### src/rtl/quantization_scheduler_if.sv
// Signal bundle between the tensor streamer / quantizer / writer side and the scheduler.
// master = environment that drives jobs and results, slave = the scheduler itself.
interface quantization_scheduler_if #(
  parameter int MAX_BITWIDTH_QUANTIZED_DATA = 16,
  parameter int NUM_CHANNELS                = 8,
  parameter int CNT_W                       = 16
);
  localparam int BW_W = $clog2(MAX_BITWIDTH_QUANTIZED_DATA) + 1;
  localparam int CH_W = $clog2(NUM_CHANNELS);

  logic                                   scale_wr_en;
  logic [CH_W-1:0]                        scale_wr_addr;
  logic [15:0]                            scale_wr_data;
  logic                                   start;
  logic [CNT_W-1:0]                       num_elements;
  logic [CNT_W-1:0]                       elems_per_chan;
  logic [BW_W-1:0]                        bitwidth_cfg;
  logic                                   in_valid;
  logic                                   in_ready;
  logic [15:0]                            in_data;
  logic                                   q_values_rdy;
  logic [15:0]                            q_fp_value;
  logic [15:0]                            q_scale_fp;
  logic [BW_W-1:0]                        q_bitwidth;
  logic                                   q_result_rdy;
  logic [MAX_BITWIDTH_QUANTIZED_DATA-1:0] q_result;
  logic                                   out_valid;
  logic                                   out_ready;
  logic [MAX_BITWIDTH_QUANTIZED_DATA-1:0] out_data;
  logic                                   busy;
  logic                                   done;
  logic                                   overflow_err;

  modport master (
    output scale_wr_en, scale_wr_addr, scale_wr_data, start, num_elements,
           elems_per_chan, bitwidth_cfg, in_valid, in_data, q_result_rdy,
           q_result, out_ready,
    input  in_ready, q_values_rdy, q_fp_value, q_scale_fp, q_bitwidth,
           out_valid, out_data, busy, done, overflow_err
  );

  modport slave (
    input  scale_wr_en, scale_wr_addr, scale_wr_data, start, num_elements,
           elems_per_chan, bitwidth_cfg, in_valid, in_data, q_result_rdy,
           q_result, out_ready,
    output in_ready, q_values_rdy, q_fp_value, q_scale_fp, q_bitwidth,
           out_valid, out_data, busy, done, overflow_err
  );
endinterface

### src/rtl/quantization_scheduler.sv
// Issues bfloat16 values with their per-channel scale to the quantizer, one per cycle,
// under a credit scheme that reserves a result-FIFO slot for every outstanding issue.
module quantization_scheduler #(
  parameter int MAX_BITWIDTH_QUANTIZED_DATA = 16,
  parameter int NUM_CHANNELS                = 8,
  parameter int FIFO_DEPTH                  = 8,
  parameter int CNT_W                       = 16
) (
  input  logic                     clk,
  input  logic                     rstn,
  quantization_scheduler_if.slave  bus
);
  localparam int BW_W  = $clog2(MAX_BITWIDTH_QUANTIZED_DATA) + 1;
  localparam int CH_W  = $clog2(NUM_CHANNELS);
  localparam int AW    = $clog2(FIFO_DEPTH);
  localparam int FC_W  = $clog2(FIFO_DEPTH) + 1;
  localparam int SUM_W = FC_W + 1;
  localparam int DW    = MAX_BITWIDTH_QUANTIZED_DATA;

  typedef enum logic [1:0] {S_IDLE, S_RUN, S_DRAIN, S_DONE} state_t;

  state_t           r_state;
  state_t           w_state_next;
  logic [CNT_W-1:0] r_num;
  logic [CNT_W-1:0] r_epc;
  logic [CNT_W-1:0] r_issued;
  logic [CNT_W-1:0] r_elem;
  logic [CH_W-1:0]  r_chan;
  logic [BW_W-1:0]  r_bw;
  logic [FC_W-1:0]  r_inflight;
  logic [FC_W-1:0]  r_count;
  logic [AW-1:0]    r_wr_ptr;
  logic [AW-1:0]    r_rd_ptr;
  logic             r_qv;
  logic [15:0]      r_qfp;
  logic [15:0]      r_qscale;
  logic             r_ovf;
  logic [15:0]      r_scale_tbl [NUM_CHANNELS];
  logic [DW-1:0]    r_fifo_mem  [FIFO_DEPTH];

  logic w_busy, w_done, w_in_ready;
  logic w_start, w_hs, w_full, w_pop, w_push_ok, w_dec, w_credit_ok, w_out_valid;

  assign w_start     = bus.start && (r_state == S_IDLE);
  assign w_hs        = bus.in_valid && w_in_ready;
  assign w_out_valid = (r_count != '0);
  assign w_full      = (r_count == FC_W'(FIFO_DEPTH));
  assign w_pop       = w_out_valid && bus.out_ready;
  assign w_push_ok   = bus.q_result_rdy && (!w_full || w_pop);
  assign w_dec       = bus.q_result_rdy && (r_inflight != '0);
  // Outstanding issues hold a slot, so a result can always land regardless of latency
  assign w_credit_ok = ({1'b0, r_count} + {1'b0, r_inflight}) < SUM_W'(FIFO_DEPTH);

  always_ff @(posedge clk or negedge rstn) begin
    if (!rstn) r_state <= S_IDLE;
    else       r_state <= w_state_next;
  end

  always_comb begin
    w_state_next = r_state;
    case (r_state)
      S_IDLE:  if (bus.start) w_state_next = (bus.num_elements != '0) ? S_RUN : S_DONE;
      S_RUN:   if (r_issued == r_num) w_state_next = S_DRAIN;
      S_DRAIN: if ((r_inflight == '0) && (r_count == '0)) w_state_next = S_DONE;
      S_DONE:  w_state_next = S_IDLE;
      default: w_state_next = S_IDLE;
    endcase
  end

  always_comb begin
    w_busy     = (r_state != S_IDLE);
    w_done     = (r_state == S_DONE);
    w_in_ready = (r_state == S_RUN) && (r_issued < r_num) && w_credit_ok;
  end

  always_ff @(posedge clk) begin
    if (bus.scale_wr_en && (r_state == S_IDLE))
      r_scale_tbl[bus.scale_wr_addr] <= bus.scale_wr_data;
  end

  always_ff @(posedge clk or negedge rstn) begin
    if (!rstn) begin
      r_num    <= '0;
      r_epc    <= '0;
      r_bw     <= '0;
      r_issued <= '0;
      r_elem   <= '0;
      r_chan   <= '0;
      r_qv     <= 1'b0;
      r_qfp    <= '0;
      r_qscale <= '0;
    end else begin
      r_qv <= w_hs;
      if (w_start) begin
        r_num    <= bus.num_elements;
        r_epc    <= (bus.elems_per_chan == '0) ? CNT_W'(1) : bus.elems_per_chan;
        r_bw     <= bus.bitwidth_cfg;
        r_issued <= '0;
        r_elem   <= '0;
        r_chan   <= '0;
      end else if (w_hs) begin
        r_issued <= r_issued + CNT_W'(1);
        r_qfp    <= bus.in_data;
        r_qscale <= r_scale_tbl[r_chan];
        if (r_elem == r_epc - CNT_W'(1)) begin
          r_elem <= '0;
          r_chan <= r_chan + CH_W'(1);
        end else begin
          r_elem <= r_elem + CNT_W'(1);
        end
      end
    end
  end

  always_ff @(posedge clk or negedge rstn) begin
    if (!rstn) begin
      r_inflight <= '0;
      r_count    <= '0;
      r_wr_ptr   <= '0;
      r_rd_ptr   <= '0;
      r_ovf      <= 1'b0;
    end else begin
      if (w_hs && !w_dec)      r_inflight <= r_inflight + FC_W'(1);
      else if (!w_hs && w_dec) r_inflight <= r_inflight - FC_W'(1);
      if (w_push_ok) r_wr_ptr <= r_wr_ptr + AW'(1);
      if (w_pop)     r_rd_ptr <= r_rd_ptr + AW'(1);
      r_count <= r_count + {{(FC_W-1){1'b0}}, w_push_ok} - {{(FC_W-1){1'b0}}, w_pop};
      if (w_start)
        r_ovf <= 1'b0;
      else if (bus.q_result_rdy && w_full && !w_pop)
        r_ovf <= 1'b1;
    end
  end

  always_ff @(posedge clk) begin
    if (w_push_ok) r_fifo_mem[r_wr_ptr] <= bus.q_result;
  end

  assign bus.in_ready     = w_in_ready;
  assign bus.busy         = w_busy;
  assign bus.done         = w_done;
  assign bus.q_values_rdy = r_qv;
  assign bus.q_fp_value   = r_qfp;
  assign bus.q_scale_fp   = r_qscale;
  assign bus.q_bitwidth   = r_bw;
  assign bus.out_valid    = w_out_valid;
  assign bus.out_data     = w_out_valid ? r_fifo_mem[r_rd_ptr] : '0;
  assign bus.overflow_err = r_ovf;
endmodule

### src/flat_wrapper.sv
// flat-port wrapper written by rule: the top's interface ports become plain ports
module quantization_scheduler_flat 
#(
  parameter int MAX_BITWIDTH_QUANTIZED_DATA = 16,
  parameter int NUM_CHANNELS                = 8,
  parameter int FIFO_DEPTH                  = 8,
  parameter int CNT_W                       = 16
)
  (clk, rstn, bus_scale_wr_en, bus_scale_wr_addr, bus_scale_wr_data, bus_start, bus_num_elements, bus_elems_per_chan, bus_bitwidth_cfg, bus_in_valid, bus_in_data, bus_q_result_rdy, bus_q_result, bus_out_ready, bus_in_ready, bus_q_values_rdy, bus_q_fp_value, bus_q_scale_fp, bus_q_bitwidth, bus_out_valid, bus_out_data, bus_busy, bus_done, bus_overflow_err);
  quantization_scheduler_if #(.MAX_BITWIDTH_QUANTIZED_DATA(MAX_BITWIDTH_QUANTIZED_DATA), .NUM_CHANNELS(NUM_CHANNELS), .CNT_W(CNT_W)) bus_i ();
  input  logic clk;
  input  logic rstn;
  input wire logic [$bits(bus_i.scale_wr_en)-1:0] bus_scale_wr_en;
  input wire logic [$bits(bus_i.scale_wr_addr)-1:0] bus_scale_wr_addr;
  input wire logic [$bits(bus_i.scale_wr_data)-1:0] bus_scale_wr_data;
  input wire logic [$bits(bus_i.start)-1:0] bus_start;
  input wire logic [$bits(bus_i.num_elements)-1:0] bus_num_elements;
  input wire logic [$bits(bus_i.elems_per_chan)-1:0] bus_elems_per_chan;
  input wire logic [$bits(bus_i.bitwidth_cfg)-1:0] bus_bitwidth_cfg;
  input wire logic [$bits(bus_i.in_valid)-1:0] bus_in_valid;
  input wire logic [$bits(bus_i.in_data)-1:0] bus_in_data;
  input wire logic [$bits(bus_i.q_result_rdy)-1:0] bus_q_result_rdy;
  input wire logic [$bits(bus_i.q_result)-1:0] bus_q_result;
  input wire logic [$bits(bus_i.out_ready)-1:0] bus_out_ready;
  output wire logic [$bits(bus_i.in_ready)-1:0] bus_in_ready;
  output wire logic [$bits(bus_i.q_values_rdy)-1:0] bus_q_values_rdy;
  output wire logic [$bits(bus_i.q_fp_value)-1:0] bus_q_fp_value;
  output wire logic [$bits(bus_i.q_scale_fp)-1:0] bus_q_scale_fp;
  output wire logic [$bits(bus_i.q_bitwidth)-1:0] bus_q_bitwidth;
  output wire logic [$bits(bus_i.out_valid)-1:0] bus_out_valid;
  output wire logic [$bits(bus_i.out_data)-1:0] bus_out_data;
  output wire logic [$bits(bus_i.busy)-1:0] bus_busy;
  output wire logic [$bits(bus_i.done)-1:0] bus_done;
  output wire logic [$bits(bus_i.overflow_err)-1:0] bus_overflow_err;
  assign bus_i.scale_wr_en = bus_scale_wr_en;
  assign bus_i.scale_wr_addr = bus_scale_wr_addr;
  assign bus_i.scale_wr_data = bus_scale_wr_data;
  assign bus_i.start = bus_start;
  assign bus_i.num_elements = bus_num_elements;
  assign bus_i.elems_per_chan = bus_elems_per_chan;
  assign bus_i.bitwidth_cfg = bus_bitwidth_cfg;
  assign bus_i.in_valid = bus_in_valid;
  assign bus_i.in_data = bus_in_data;
  assign bus_i.q_result_rdy = bus_q_result_rdy;
  assign bus_i.q_result = bus_q_result;
  assign bus_i.out_ready = bus_out_ready;
  assign bus_in_ready = bus_i.in_ready;
  assign bus_q_values_rdy = bus_i.q_values_rdy;
  assign bus_q_fp_value = bus_i.q_fp_value;
  assign bus_q_scale_fp = bus_i.q_scale_fp;
  assign bus_q_bitwidth = bus_i.q_bitwidth;
  assign bus_out_valid = bus_i.out_valid;
  assign bus_out_data = bus_i.out_data;
  assign bus_busy = bus_i.busy;
  assign bus_done = bus_i.done;
  assign bus_overflow_err = bus_i.overflow_err;
  quantization_scheduler #(.MAX_BITWIDTH_QUANTIZED_DATA(MAX_BITWIDTH_QUANTIZED_DATA), .NUM_CHANNELS(NUM_CHANNELS), .FIFO_DEPTH(FIFO_DEPTH), .CNT_W(CNT_W)) u_core (.clk(clk), .rstn(rstn), .bus(bus_i));
endmodule
### config.mk
export PLATFORM = sky130hd
export DESIGN_NAME = quantization_scheduler_flat
export DESIGN_NICKNAME = d
export VERILOG_FILES = /design/src/rtl/quantization_scheduler_if.sv /design/src/rtl/quantization_scheduler.sv /design/src/flat_wrapper.sv
export SDC_FILE = /design/constraint.sdc
export NUM_CORES = 1
export LEC_CHECK = 0
export CORE_ASPECT_RATIO = 1.1
export CORE_UTILIZATION = 57
export DETAILED_ROUTE_END_ITERATION = 16
export PLACE_DENSITY_LB_ADDON = 0.2
export SLEW_MARGIN = 20
export SYNTH_ARGS = -nofsm -noshare
export SYNTH_HDL_FRONTEND = slang
export SYNTH_SLANG_ARGS = --single-unit
### constraint.sdc
create_clock -name clk -period 4.1 [get_ports clk]
set_input_delay 0.82 -clock clk [delete_from_list [all_inputs] [get_ports clk]]
set_output_delay 0.82 -clock clk [all_outputs]
set_load 0.03 [all_outputs]
**Word-level counts from Yosys, hierarchy flattened**

Memory sizes are Yosys's and may differ from the RTL's. A register that Yosys moved wholly into a read port is not among the register bits.
Index checks and enable logic that the tools add are counted.

- Bits in registers: 106
- Memory bits (writable): 256
- Memories: 2
- Output and inout bits: 59

Memory list:

| memory | depth | width | read ports | clocked after Yosys merged registers in | write ports | line | RTL |
|---|---|---|---|---|---|---|---|
| u_core.r_fifo_mem | 8 | 16 | 1 | 0 | 1 | quantization_scheduler.sv:39 | `logic [DW-1:0] r_fifo_mem [FIFO_DEPTH];` |
| u_core.r_scale_tbl | 8 | 16 | 1 | 1 | 1 | quantization_scheduler.sv:38 | `logic [15:0] r_scale_tbl [NUM_CHANNELS];` |

- Reductions and logical operators: 34
- Muxes and demuxes: 23
- Equality and inequality tests: 9
- $add $sub $neg: 11
- Bitwise logic cells: 1
- Magnitude comparators: 2

Operator list:

| operator | count |
|---|---|
| $mux 16 | 7 |
| $add 16x1->16 const B | 2 |
| $eq 16x16->1 | 2 |
| $logic_not 16->1 | 1 |
| $lt 16x16->1 | 1 |
| $reduce_bool 16->1 | 1 |
| $sub 16x1->16 const B | 1 |
| $logic_and 1x1->1 | 13 |
| $reduce_bool 2->1 | 5 |
| $add 3x1->3 const B | 3 |
| $mux 3 | 3 |
| $logic_not 4->1 | 2 |
| $mux 2 | 4 |
| $mux 4 | 2 |
| $pmux 2 s4 | 1 |
| $reduce_bool 4->1 | 2 |
| $mux 1 | 6 |
| $add 4x4->5 | 1 |
| $logic_not 1->1 | 5 |
| $lt 5x4->1 const B | 1 |
| $add 4x1->4 | 1 |
| $add 4x1->4 const B | 1 |
| $eq 2x2->1 const B | 2 |
| $eq 4x4->1 const B | 1 |
| other kinds (10) | 12 |

**Longest topological paths before layout**

- Depth after elaboration: 8
- Gate-level depth with buffers: 17
- Depth with buffers taken out: 16

**Least setup slack after synthesis**

No wires, ideal clock.

- Path kind: register to register
- From: reg u_core.r_issued[15]
- To: reg u_core.r_inflight[3]
- Data arrival time: 3597 ps
- Slack: 378 ps
- Cell stages (with the launch flop): 17
- Required time: 3975 ps
- Path buffers: 1
- Clock period less this slack: 3722 ps
- Library setup time: 125 ps
- Cells stage by stage: dfrtp_1 -> ha_1 -> a211oi_1 -> o211a_1 -> o211ai_1 -> nor3_1 -> nand2_1 -> inv_1 -> buf_2 -> ha_1 -> inv_1 -> ha_1 -> a21o_1 -> a21oi_1 -> xnor2_1 -> nor2_1 -> xor2_1

- Longest elaborated chain between the ends: 7
- Elaborated cells on any way between the ends: 9

Ends and longest elaborated chain:

| element | line | RTL |
|---|---|---|
| from (decl) | quantization_scheduler.sv:26 | `logic [CNT_W-1:0] r_issued;` |
| from (signal assigned) | quantization_scheduler.sv:102 | `r_issued <= r_issued + CNT_W'(1);` |
| $lt 16x16->1 (*) | quantization_scheduler.sv:73 | `w_in_ready = (r_state == S_RUN) && (r_issued < r_num) && w_credit_ok;` |
| $logic_and 1x1->1 (*) (2 in a row) | quantization_scheduler.sv:73 |  |
| named net bus_in_ready | flat_wrapper.sv:25 | `output wire logic [$bits(bus_i.in_ready)-1:0] bus_in_ready;` |
| $logic_and 1x1->1 (*) | quantization_scheduler.sv:45 | `assign w_hs = bus.in_valid && w_in_ready;` |
| named net u_core.w_hs | quantization_scheduler.sv:42 | `logic w_start, w_hs, w_full, w_pop, w_push_ok, w_dec, w_credit_ok, w_out_valid;` |
| $logic_not 1->1 | quantization_scheduler.sv:124 | `else if (!w_hs && w_dec) r_inflight <= r_inflight - FC_W'(1);` |
| $logic_and 1x1->1 | quantization_scheduler.sv:124 |  |
| $reduce_bool 2->1 (no line) | -- |  |
| to (signal assigned) | quantization_scheduler.sv:123 | `if (w_hs && !w_dec) r_inflight <= r_inflight + FC_W'(1);` |
| to (signal assigned) | quantization_scheduler.sv:124 |  |
| to (decl) | quantization_scheduler.sv:30 | `logic [FC_W-1:0] r_inflight;` |

Mark *: on every way through the listed nets, which the timed path passes. The rest lies on a longest branch.
A chain may end at the register's enable or synchronous reset.

**Worst setup path after layout**

- From: reg u_core.r_rd_ptr[0]
- To: out bus_out_data[14]

- Longest elaborated chain between the ends: 2

Ends and longest elaborated chain:

| element | line | RTL |
|---|---|---|
| from (decl) | quantization_scheduler.sv:33 | `logic [AW-1:0] r_rd_ptr;` |
| from (signal assigned) | quantization_scheduler.sv:126 | `if (w_pop) r_rd_ptr <= r_rd_ptr + AW'(1);` |
| $mem_v2 8x16 | -- |  |
| $mux 16 | quantization_scheduler.sv:147 | `assign bus.out_data = w_out_valid ? r_fifo_mem[r_rd_ptr] : '0;` |
| to (decl) | flat_wrapper.sv:31 | `output wire logic [$bits(bus_i.out_data)-1:0] bus_out_data;` |

No other way between the ends.

==> flow_summary_export.csv <==
group,metric,value,unit
logic_synthesis,syn_avg_cell_area,15.11,um2
logic_synthesis,synth-simple-area-share,8.163,%
placement,routabilityCongestion,0.8582,
grt,grt_use_total,23.06,%
finish,drive_gt1_share,14.81,%
sta,hold_viol_final,0,
worst_setup_path,critical_path_class,"flop to output pin",
finish,fillers,1796,
logic_synthesis,muxShareOfSynthArea,12.53,%
detailed_routing,routedWlPerCell,19.75,um
power_and_ir_drop,p_int,8.091,mW
placement,portBuffers,153,
detailed_routing,drc_errors,0,
detailed_routing,drt.antenna.violating_nets,0,
grt,grt_pass1_wl,50600,um
floorplan,pin_count,154,
logic_synthesis,synthesis.nets,1195,
sta,setup_ws,0.3325,ns
finish,utilization,70.82,%
worst_setup_path,cp.arrival,2.95,ns
finish,final_cells,1628,
grt,antenna_found_initial,3,
logic_synthesis,synth_top_family_by_area,"multiplexers",
sta,drv_slew,0,
floorplan,initial_core_util,58.68,%
logic_synthesis,synth-edff-count,256,
logic_synthesis,synth_area_leaders,"edfxtp_1, dfrtp_1, mux4_2, ha_1, nand2_1",
power_and_ir_drop,seqPwrFrac,41.9,%
grt,grt_pass1_vias,9342,
detailed_routing,drt-pass1-iter-count,5,
finish,multiInputGateArea,0.004954,mm2
cts,tritoncts,"yes",
floorplan,core_area,0.02727,mm2
sta,hold_slack,0.4016,ns
outcome,status,"complete, no violations",
logic_synthesis,ys_ff_latch,378,
worst_setup_path,path_max_fanout,22,
sta,finalSetupViolations,0,
min_path,hold_path.class,"primary input to async pin",
power_and_ir_drop,p_switching,3.663,mW
cts,path_clk_slew,0.06,ns
sta,max_freq,265.4,MHz
detailed_routing,drt-initial-drc-count,523,
cts,cts-root-buf,"clkbuf_16",
logic_synthesis,synth.top_cell.area_share,48.04,%
cts,cts.repair.resized,0,
logic_synthesis,synthCells,1059,
finish,syn2layout_area_growth,20.70,%
placement,hpwl,20160,um
detailed_routing,vias_per_cell,5.733,
logic_synthesis,synth-compound-area-share,3.909,%
worst_setup_path,required,3.28,ns
finish,design_area,0.01931,mm2
detailed_routing,vias,9333,
finish,ff_latch_area,0.01074,mm2
cts,cts_buffers,39,
job,cap_viol_max_count,0,
placement,placed_area,0.01810,mm2
sta,clock_skew,0.03152,ns
power_and_ir_drop,p_sw_share,31.16,%
finish,nets,1377,
detailed_routing,wirelength,32150,um
logic_synthesis,ys_dominant_reg_cell,"edfxtp_1",
placement,dp.cells,1557,
logic_synthesis,ys.warnings.count,0,
logic_synthesis,synthXorXnorAreaFrac,2.846,%
power_and_ir_drop,p_comb_share,29.9,%
worst_setup_path,critPathCaptureType,"output pin",
cts,clk_latency,0.54,ns
logic_synthesis,syn_area,0.01600,mm2
sta,rsz0062_at_grt,"false",
sta,period_share,91.89,%
power_and_ir_drop,pwr-share-clk,28.2,%
floorplan,rows,63,
sta,fin_tns_setup,0,ns
placement,place_ws,0.7396,ns
cts,cts_max_path_buffers,3,
sta,tightest_slew,0.9319,ns
worst_setup_path,start_kind,"flop",
cts,postCtsSetupBuffers,0,
logic_synthesis,yosysTopAreaCell,"edfxtp_1",
logic_synthesis,synth_commonest_cells,"edfxtp_1, dfrtp_1, nand2_1",
logic_synthesis,synth_most_common_cell,"edfxtp_1",
cts,htreeDepth,2,
power_and_ir_drop,finalPower,11.75,mW
logic_synthesis,synth-async-reset-ratio,32.28,%
logic_synthesis,synth_fa_ha_area_share,3.299,%
floorplan,die_x,161.8,um
power_and_ir_drop,ir_worst_vdd,0.5426,mV
floorplan,dieArea,0.02875,mm2
cts,hold_buffers,0,
floorplan,die_h,177.7,um
cts,cts.sink_count,378,
sta,min_period,3.767,ns
logic_synthesis,synth_cell_types,53,
sta,slew_headroom,37.87,%
grt,overflow,0,
grt,grt_max_degree,74,
logic_synthesis,ys_seq_area_share,67.11,%
power_and_ir_drop,cellPowerDensity,608.6,mW/mm2
power_and_ir_drop,p_leak,7.327,nW
==> cells by family after synthesis <==
| group | after synthesis |
|---|---|
| flops | 378 |
| simple gates | 281 |
| compound gates | 101 |
| fa+ha+maj | 41 |
| buf+inv | 88 |
| xor+xnor | 52 |
| mux | 118 |
==> registers in the layout, indices dropped and copies added (netlist names) <==
signal / cells
u_core.r_wr_ptr: 3
u_core.r_elem: 16
u_core.bus.overflow_err: 1
u_core.bus.q_fp_value: 16
u_core.r_state: 2
u_core.r_epc: 16
u_core.r_chan: 3
u_core.r_count: 4
u_core.r_issued: 16
u_core.r_rd_ptr: 3
u_core.r_num: 16
u_core.r_scale_tbl: 128
u_core.bus.q_values_rdy: 1
u_core.r_fifo_mem: 128
u_core.bus.q_bitwidth: 5
u_core.r_inflight: 4
u_core.bus.q_scale_fp: 16
==> worst paths after layout <==
| check | start | to | slack [ns] | cells after the start |
|---|---|---|---|---|
| setup / recovery | u_core.r_rd_ptr[0]$_DFFE_PN0P_ | bus_out_data[14] | 0.33 | 5 |
| hold / removal | rstn | u_core.r_num[9]$_DFFE_PN0P_ | 0.40 | 1 |
| setup reg to reg | u_core.r_state[1]$_DFFE_PN0P_ | u_core.r_elem[12]$_DFFE_PN0P_ | 0.71 | 13 |
| hold reg to reg | u_core.r_num[0]$_DFFE_PN0P_ | u_core.r_num[0]$_DFFE_PN0P_ | 0.48 | 2 |
| max in group asynchronous | rstn | u_core.r_chan[0]$_DFFE_PN0P_ | 2.81 | 2 |
| min in group clk | u_core.r_num[0]$_DFFE_PN0P_ | u_core.r_num[0]$_DFFE_PN0P_ | 0.48 | 2 |
==> layout make-up <==
| class | instances | share of cell area (%) |
|---|---|---|
| flip-flops and latches | 378 | 55.63 |
| multi-input cells | 593 | 25.65 |
| repair buffers | 187 | 9.302 |
| clock buffers | 58 | 5.791 |
| well taps | 357 | 2.313 |
| inverters | 42 | 0.8162 |
| clock inverters | 11 | 0.4794 |
| diodes | 2 | 0.02591 |
==> metal layers <==
layer / routed length [um] / vias up / GRT usage, % / part of all wire (%)
met5: 12 / - / 0 / 0.037
met3: 1864 / 63 / 4.183 / 5.8
li1: - / 4313 / - / -
met4: 763 / 2 / 7.036 / 2.4
met1: 13470 / 4686 / 30.43 / 42
met2: 16050 / 269 / 39.11 / 50
==> placed cells by master (no fill, tap or decap), types with 4 or more instances in the layout <==
cell type        count
clkinv_1             4
clkinv_2             4
mux2i_1             35
xor2_1              29
o22ai_1              5
mux2_2              19
nor2_1              76
ha_1                39
nor3_2               6
clkbuf_1            13
xnor2_1             23
clkbuf_8             5
mux4_2              64
nand2_1            105
clkdlybuf4s50_1    152
nand2b_1            10
o21ai_0             31
dfrtp_1            119
nor3_1              17
nand3_1             13
a21o_1               9
o211ai_1             4
edfxtp_1           256
nor4_1              11
nor3b_1              4
inv_1               42
a21oi_1             32
clkbuf_16           40
buf_4               34
nand4_1              5
and3_1              15
==> power by group through the flow <==
| stage | sequential (mW) | combinational (mW) | clock [mW] |
|---|---|---|---|
| CTS | 4.93 | 3.56 | 3.38 |
| floorplan | 5.19 | 1.99 | 0 |
| detailed placement | 5.00 | 3.52 | 0 |
| global placement | 4.98 | 3.46 | 0 |
| finish | 4.93 | 3.51 | 3.32 |
| global route | 4.98 | 3.78 | 3.53 |
==> worst max-delay path, cell delays in order (launching register included) <==
cell and delay [ns]:
dfrtp_2 0.67, buf_12 0.28, mux4_2 0.56, mux2i_1 0.16, nor2_1 0.07, clkdlybuf4s50_1 0.64
Note: power is estimated with default switching activity, not from simulation.
